[config.mk]
export PLATFORM = sky130hd
export DESIGN_NAME = max7219_if_arbiter
export DESIGN_NICKNAME = d
export VERILOG_FILES = /design/src/rtl/max7219_arb_pkg.sv /design/src/rtl/max7219_if_arbiter_rr.sv /design/src/rtl/max7219_if_arbiter.sv
export SDC_FILE = /design/constraint.sdc
export NUM_CORES = 1
export LEC_CHECK = 0
export CAP_MARGIN = 20
export CORE_MARGIN = 5
export CORE_UTILIZATION = 51
export CTS_CLUSTER_SIZE = 12
export DETAILED_ROUTE_END_ITERATION = 6
export HOLD_SLACK_MARGIN = 0.03
export PLACE_DENSITY = 0.8
export SLEW_MARGIN = 20
export SYNTH_ARGS = -nofsm -noshare
export SYNTH_HDL_FRONTEND = slang
export SYNTH_SLANG_ARGS = --single-unit
[constraint.sdc]
create_clock -name clk -period 2.36 [get_ports clk]
set_input_delay 0.59 -clock clk [delete_from_list [all_inputs] [get_ports clk]]
set_output_delay 0.59 -clock clk [all_outputs]
set_load 0.01 [all_outputs]
[src/rtl/max7219_arb_pkg.sv]
// Shared definitions for the MAX7219 interface arbiter.
//   C_MAX7219_DATA_WIDTH : width of one word sent to the shared max7219_if
//   C_MAX_REQ            : largest supported requester count (owner index is 2 bits)
//   arb_state_t          : arbiter FSM state encoding
//   rr_index()           : wrap-around index helper used by the round-robin search
package max7219_arb_pkg;

    localparam int C_MAX7219_DATA_WIDTH = 16;
    localparam int C_MAX_REQ            = 4;

    typedef enum logic [1:0] {
        ST_IDLE      = 2'd0,
        ST_ISSUE     = 2'd1,
        ST_WAIT_DONE = 2'd2,
        ST_LOCKED    = 2'd3
    } arb_state_t;

    // (base + offset) mod nb_req, returned as a 2-bit requester index.
    function automatic logic [1:0] rr_index(input logic [1:0] base, input int offset, input int nb_req);
        return 2'((int'(base) + offset) % nb_req);
    endfunction

endpackage

[src/rtl/max7219_if_arbiter_rr.sv]
// Round-robin selector for the arbiter.
//   req   : pending request vector (one bit per requester)
//   last  : index of the last granted requester
//   grant : first requesting index found searching from last+1 upward (wrapping)
//   valid : at least one request is present
// Purely combinational; the caller registers the result.
module rr_selector
    import max7219_arb_pkg::*;
#(
    parameter int G_NB_REQ = 2
) (
    input  logic [G_NB_REQ-1:0] req,
    input  logic [1:0]          last,
    output logic [1:0]          grant,
    output logic                valid
);

    // Zero-pad so a 2-bit index is always in range whatever G_NB_REQ is.
    logic [C_MAX_REQ-1:0] req_pad;
    assign req_pad = C_MAX_REQ'(req);

    // Walk from the farthest candidate back to last+1 so the nearest hit
    // overwrites the others and ends up as the grant.
    always_comb begin
        grant = '0;
        valid = 1'b0;
        for (int i = G_NB_REQ; i >= 1; i--) begin
            if (req_pad[rr_index(last, i, G_NB_REQ)]) begin
                grant = rr_index(last, i, G_NB_REQ);
                valid = 1'b1;
            end
        end
    end

endmodule

[src/rtl/max7219_if_arbiter.sv]
// Arbiter letting G_NB_REQ requesters share one max7219_if serializer.
// Each requester owns a one-word pending slot. Frames (sequences of words
// ending with en_load=1) are never interleaved: after a non-final word the
// owner keeps the link (LOCKED) until its final word, or until it idles for
// G_LOCK_TIMEOUT cycles, after which the lock is dropped.
// Ports:
//   clk, rst                         : clock, synchronous active-high reset
//   i_req_start/en_load/data         : per-requester word request (16 bits per slice)
//   o_req_done / o_req_err           : per-requester word-complete / overrun pulses
//   o_max7219_if_start/en_load/data  : word issued to the serializer
//   i_max7219_if_done                : serializer word complete
//   o_owner                          : current/last granted requester
//   o_busy                           : FSM not idle
//   o_lock_timeout                   : pulse when a lock is forcibly released
// All outputs come straight from registers.
module max7219_if_arbiter
    import max7219_arb_pkg::*;
#(
    parameter int G_NB_REQ       = 2,
    parameter int G_LOCK_TIMEOUT = 1024
) (
    input  logic                                     clk,
    input  logic                                     rst,
    input  logic [G_NB_REQ-1:0]                      i_req_start,
    input  logic [G_NB_REQ-1:0]                      i_req_en_load,
    input  logic [C_MAX7219_DATA_WIDTH*G_NB_REQ-1:0] i_req_data,
    output logic [G_NB_REQ-1:0]                      o_req_done,
    output logic [G_NB_REQ-1:0]                      o_req_err,
    output logic                                     o_max7219_if_start,
    output logic                                     o_max7219_if_en_load,
    output logic [C_MAX7219_DATA_WIDTH-1:0]          o_max7219_if_data,
    input  logic                                     i_max7219_if_done,
    output logic [1:0]                               o_owner,
    output logic                                     o_busy,
    output logic                                     o_lock_timeout
);

    localparam int                 C_CNT_W     = $clog2(G_LOCK_TIMEOUT + 1);
    localparam logic [C_CNT_W-1:0] C_CNT_LAST  = C_CNT_W'(G_LOCK_TIMEOUT - 1);
    localparam logic [1:0]         C_OWNER_RST = 2'(G_NB_REQ - 1);

    // Slots are padded to C_MAX_REQ entries so the 2-bit owner can index them directly.
    logic [C_MAX_REQ-1:0]            pending;
    logic [C_MAX_REQ-1:0]            slot_en_load;
    logic [C_MAX7219_DATA_WIDTH-1:0] slot_data [C_MAX_REQ];
    logic [G_NB_REQ-1:0]             pending_clr;
    logic [G_NB_REQ-1:0]             err_vec;

    arb_state_t                      state_reg, state_next;
    logic [1:0]                      owner_reg, owner_next;
    logic [C_CNT_W-1:0]              cnt_reg, cnt_next;
    logic                            start_reg, start_next;
    logic                            en_load_reg, en_load_next;
    logic [C_MAX7219_DATA_WIDTH-1:0] data_reg, data_next;
    logic [G_NB_REQ-1:0]             done_reg;
    logic                            busy_reg;
    logic                            timeout_reg, timeout_next;

    logic                            done_accept;
    logic [1:0]                      rr_grant;
    logic                            rr_valid;

    // Only WAIT_DONE listens to the serializer.
    assign done_accept = (state_reg == ST_WAIT_DONE) && i_max7219_if_done;

    generate
        for (genvar gi = 0; gi < C_MAX_REQ; gi++) begin : g_slot
            if (gi < G_NB_REQ) begin : g_used
                logic                            pending_reg;
                logic                            slot_en_load_reg;
                logic [C_MAX7219_DATA_WIDTH-1:0] slot_data_reg;
                logic                            err_reg;

                assign pending_clr[gi] = done_accept && (owner_reg == 2'(gi));

                always_ff @(posedge clk) begin
                    if (rst) begin
                        pending_reg      <= 1'b0;
                        slot_en_load_reg <= 1'b0;
                        slot_data_reg    <= '0;
                        err_reg          <= 1'b0;
                    end else begin
                        // A start that finds the slot full is an overrun; the slot keeps its word.
                        err_reg <= i_req_start[gi] && pending_reg;
                        if (pending_clr[gi]) begin
                            pending_reg <= 1'b0;
                        end else if (i_req_start[gi] && !pending_reg) begin
                            pending_reg      <= 1'b1;
                            slot_en_load_reg <= i_req_en_load[gi];
                            slot_data_reg    <= i_req_data[C_MAX7219_DATA_WIDTH*gi +: C_MAX7219_DATA_WIDTH];
                        end
                    end
                end

                assign pending[gi]      = pending_reg;
                assign slot_en_load[gi] = slot_en_load_reg;
                assign slot_data[gi]    = slot_data_reg;
                assign err_vec[gi]      = err_reg;
            end else begin : g_unused
                assign pending[gi]      = 1'b0;
                assign slot_en_load[gi] = 1'b0;
                assign slot_data[gi]    = '0;
            end
        end
    endgenerate

    rr_selector #(
        .G_NB_REQ (G_NB_REQ)
    ) u_rr (
        .req   (pending[G_NB_REQ-1:0]),
        .last  (owner_reg),
        .grant (rr_grant),
        .valid (rr_valid)
    );

    always_comb begin
        state_next   = state_reg;
        owner_next   = owner_reg;
        cnt_next     = cnt_reg;
        start_next   = 1'b0;
        en_load_next = en_load_reg;
        data_next    = data_reg;
        timeout_next = 1'b0;

        case (state_reg)
            ST_IDLE: begin
                if (rr_valid) begin
                    owner_next   = rr_grant;
                    state_next   = ST_ISSUE;
                    start_next   = 1'b1;
                    en_load_next = slot_en_load[rr_grant];
                    data_next    = slot_data[rr_grant];
                end
            end
            ST_ISSUE: begin
                state_next = ST_WAIT_DONE;
            end
            ST_WAIT_DONE: begin
                if (i_max7219_if_done) begin
                    cnt_next   = '0;
                    state_next = en_load_reg ? ST_IDLE : ST_LOCKED;
                end
            end
            ST_LOCKED: begin
                // The owner's next word always beats the timeout on the same cycle.
                if (pending[owner_reg]) begin
                    state_next   = ST_ISSUE;
                    start_next   = 1'b1;
                    en_load_next = slot_en_load[owner_reg];
                    data_next    = slot_data[owner_reg];
                end else if (cnt_reg >= C_CNT_LAST) begin
                    // Owner is kept so the round-robin search starts after it.
                    timeout_next = 1'b1;
                    state_next   = ST_IDLE;
                end else begin
                    cnt_next = cnt_reg + 1'b1;
                end
            end
            default: begin
                state_next = ST_IDLE;
            end
        endcase
    end

    always_ff @(posedge clk) begin
        if (rst) begin
            state_reg   <= ST_IDLE;
            owner_reg   <= C_OWNER_RST;
            cnt_reg     <= '0;
            start_reg   <= 1'b0;
            en_load_reg <= 1'b0;
            data_reg    <= '0;
            done_reg    <= '0;
            busy_reg    <= 1'b0;
            timeout_reg <= 1'b0;
        end else begin
            state_reg   <= state_next;
            owner_reg   <= owner_next;
            cnt_reg     <= cnt_next;
            start_reg   <= start_next;
            en_load_reg <= en_load_next;
            data_reg    <= data_next;
            done_reg    <= pending_clr;
            busy_reg    <= (state_next != ST_IDLE);
            timeout_reg <= timeout_next;
        end
    end

    assign o_req_done           = done_reg;
    assign o_req_err            = err_vec;
    assign o_max7219_if_start   = start_reg;
    assign o_max7219_if_en_load = en_load_reg;
    assign o_max7219_if_data    = data_reg;
    assign o_owner              = owner_reg;
    assign o_busy               = busy_reg;
    assign o_lock_timeout       = timeout_reg;

endmodule

==> results.toml <==
[timing]
setup_violations = 0
clock_skew_ns = 0.00609
layout_min_cycle_time_ns = 2.00
fin_ws_ns = 0.355
tns_ns = 0
slew_viol_final = 0
post-route-period-util = 0.850
finalHoldViolCount = 0
whs_ns = 0.480
rsz0062_at_grt = "false"
max_freq_ghz = 0.499

[global_routing]
track_usage = 0.186
antenna_found_initial = 0
grt_pass1_wl_um = 11200
grt_overflow = 0
grt_max_degree = 41
grt_pass1_vias = 2438

[logic_synthesis]
synth_xor_area_frac = 0
ys_ff_latch = 74
synthSimpleGateAreaFrac = 0.126
syn-cell-area_um2 = 3110
synth_top_family_by_area = "multiplexers"
synth-warning-count = 0
synth_cell_types = 41
synthCells = 315
syn_area_per_cell_um2 = 9.86
synth_adder_area_share = 0.0161
synth_edf_count = 0
synth_compound_area_frac = 0.143
synth-async-reset-ratio = 0
synthFlopType = "dfxtp_1"
synth.area.mux_share = 0.182
yosysSeqAreaShare = 0.477
syn-num-nets = 358

[clocking]
cts_hold_buf = 0
clk_pin_slew_worst_paths_ns = 0.07
cts_tree = "yes"
postCtsSetupRepairBufs = 0
cts_resized = 0
clk_latency_ns = 0.34
htreeDepth = 3
cts_sinks = 74
numCtsBuffers = 9
root_buffer = "clkbuf_8"
clock_path_buffers = 2

[die]
fp.dieW_um = 88.0
ios = 65
dieArea_um2 = 7750
core_um2 = 5920
fp-row-count = 28
die_h_um = 88.0
start_util = 0.525

[place]
dp_cells = 441
hpwl_um = 4560
pre_cts_ws_ns = 0.153
port-buffer-count = 63
place_congestion = 0.772

[critical_path]
crit_type = "register to output pin"
rrSetupSlack_ns = 0.38
arrival_ns = 1.41
crit_fanout = 11
cp-start-kind = "register"
cp.required_ns = 1.77
critPathCaptureType = "output pin"

[layout]
final_util = 0.681
stdcell_count = 457
drive_gt1_frac = 0.0759
fin_nets = 420
fill_cells = 445
antennaDiodeCount = 0
syn_to_final_growth_pct = 29.9
largest_reg_flops = 32

[detailed_routing]
num_vias = 2483
drtIter0Drc = 155
dr.pass1.iters = 4
drt_wl_total_um = 6720
drc = 0
antenna_left = 0
post_drt_wl_per_cell_um = 14.7
viasPerCell = 5.43

[outcome]
outcome = "completed"

[flow_run]
maxCapViolations = 0

[pwr]
vdd_ir_drop_max_mv = 0.674
p_per_area_nw_per_um2 = 1030
leakage_nw = 1.75

[hold_path]
min-delay-path-class = "register to register"
final timing paths:
path           startpoint          to  cells past startpoint
min            cnt_reg[5]  cnt_reg[5]                      2
max reg2reg  state_reg[0]  cnt_reg[3]                      5
max            o_owner[0]  o_owner[0]                      2
min reg2reg    cnt_reg[5]  cnt_reg[5]                      2
power by group:
group / internal, mW / switching [mW]
Clock: 0.627 / 0.441
Combinational: 0.721 / 0.719
Sequential: 1.50 / 0.146
Total: 2.85 / 1.30
metal layers:
layer / vias up / GRT usage / routed length, µm
li1: 1256 / - / -
met1: 1155 / 0.231 / 3040
met2: 64 / 0.294 / 3200
met3: 8 / 0.0687 / 403
met4: 0 / 0.0755 / 71
met5: - / 0 / 0
cells by family after synthesis:
family / Yosys count
adder cells (fa/ha/maj): 4
multiplexers: 55
buffers and inverters: 30
other: 1
AO/OA/AOI/OAI: 72
flip-flops: 74
AND/OR/NAND/NOR: 79
final cells by class:
| class | instances | area (µm²) | area share |
|---|---|---|---|
| flip-flops and latches | 74 | 1480 | 0.367 |
| multi-input cells | 211 | 1460 | 0.363 |
| repair buffers | 75 | 758 | 0.188 |
| clock buffers | 14 | 153 | 0.0379 |
| well taps | 75 | 93.8 | 0.0233 |
| clock inverters | 2 | 60.1 | 0.0149 |
| inverters | 6 | 22.5 | 0.00558 |
worst max-delay path: stages, from the launching register on:
cell	delay (ns)
dfxtp_1	0.33
buf_4	0.19
clkdlybuf4s50_1	0.55
Yosys cell counts (2+ instances only):
library cell	instances	area, µm²
a21boi_0	2	15.0
a21o_1	2	15.0
a21oi_1	26	130
and2_1	4	25.0
and3_1	5	31.3
buf_2	8	40.0
buf_4	7	52.6
buf_6	3	33.8
clkbuf_1	6	22.5
dfxtp_1	74	1480
ha_1	4	50.1
inv_1	5	18.8
mux2i_1	53	531
nand2_1	6	22.5
nand3_1	4	20.0
nand4_1	5	31.3
nor2_1	37	139
nor2b_1	3	18.8
nor3_1	3	15.0
nor3b_1	2	15.0
nor4_1	3	18.8
o21a_1	4	30.0
o21ai_0	21	105
o31a_1	2	17.5
o31ai_1	6	45.0
or4_1	5	37.5
layout by cell type (no fill, tap or decap), drive strengths merged, types with 3 or more instances in the layout:
cell type / Yosys / routed
buf: 18 / 12
or4: 5 / 5
a21oi: 26 / 26
o31ai: 6 / 6
ha: 4 / 4
inv: 5 / 5
nor2: 37 / 37
nor3: 3 / 3
nor4: 3 / 3
nand4: 5 / 5
o21ai: 21 / 21
dfxtp: 74 / 74
nand3: 4 / 4
clkdlybuf4s50: 0 / 63
o21a: 4 / 4
nand2: 6 / 6
and2: 4 / 4
mux2i: 54 / 54
clkbuf: 6 / 14
nor2b: 3 / 3
and3: 5 / 5
through the flow:
step	instance area [µm²]	power, mW
after floorplan	3110	2.46
after global placement	3820	3.06
after detailed placement	3820	3.10
after CTS	4030	4.18
after global routing	4030	4.40
final	4030	4.15
Note: power is estimated with default switching activity, not from simulation.
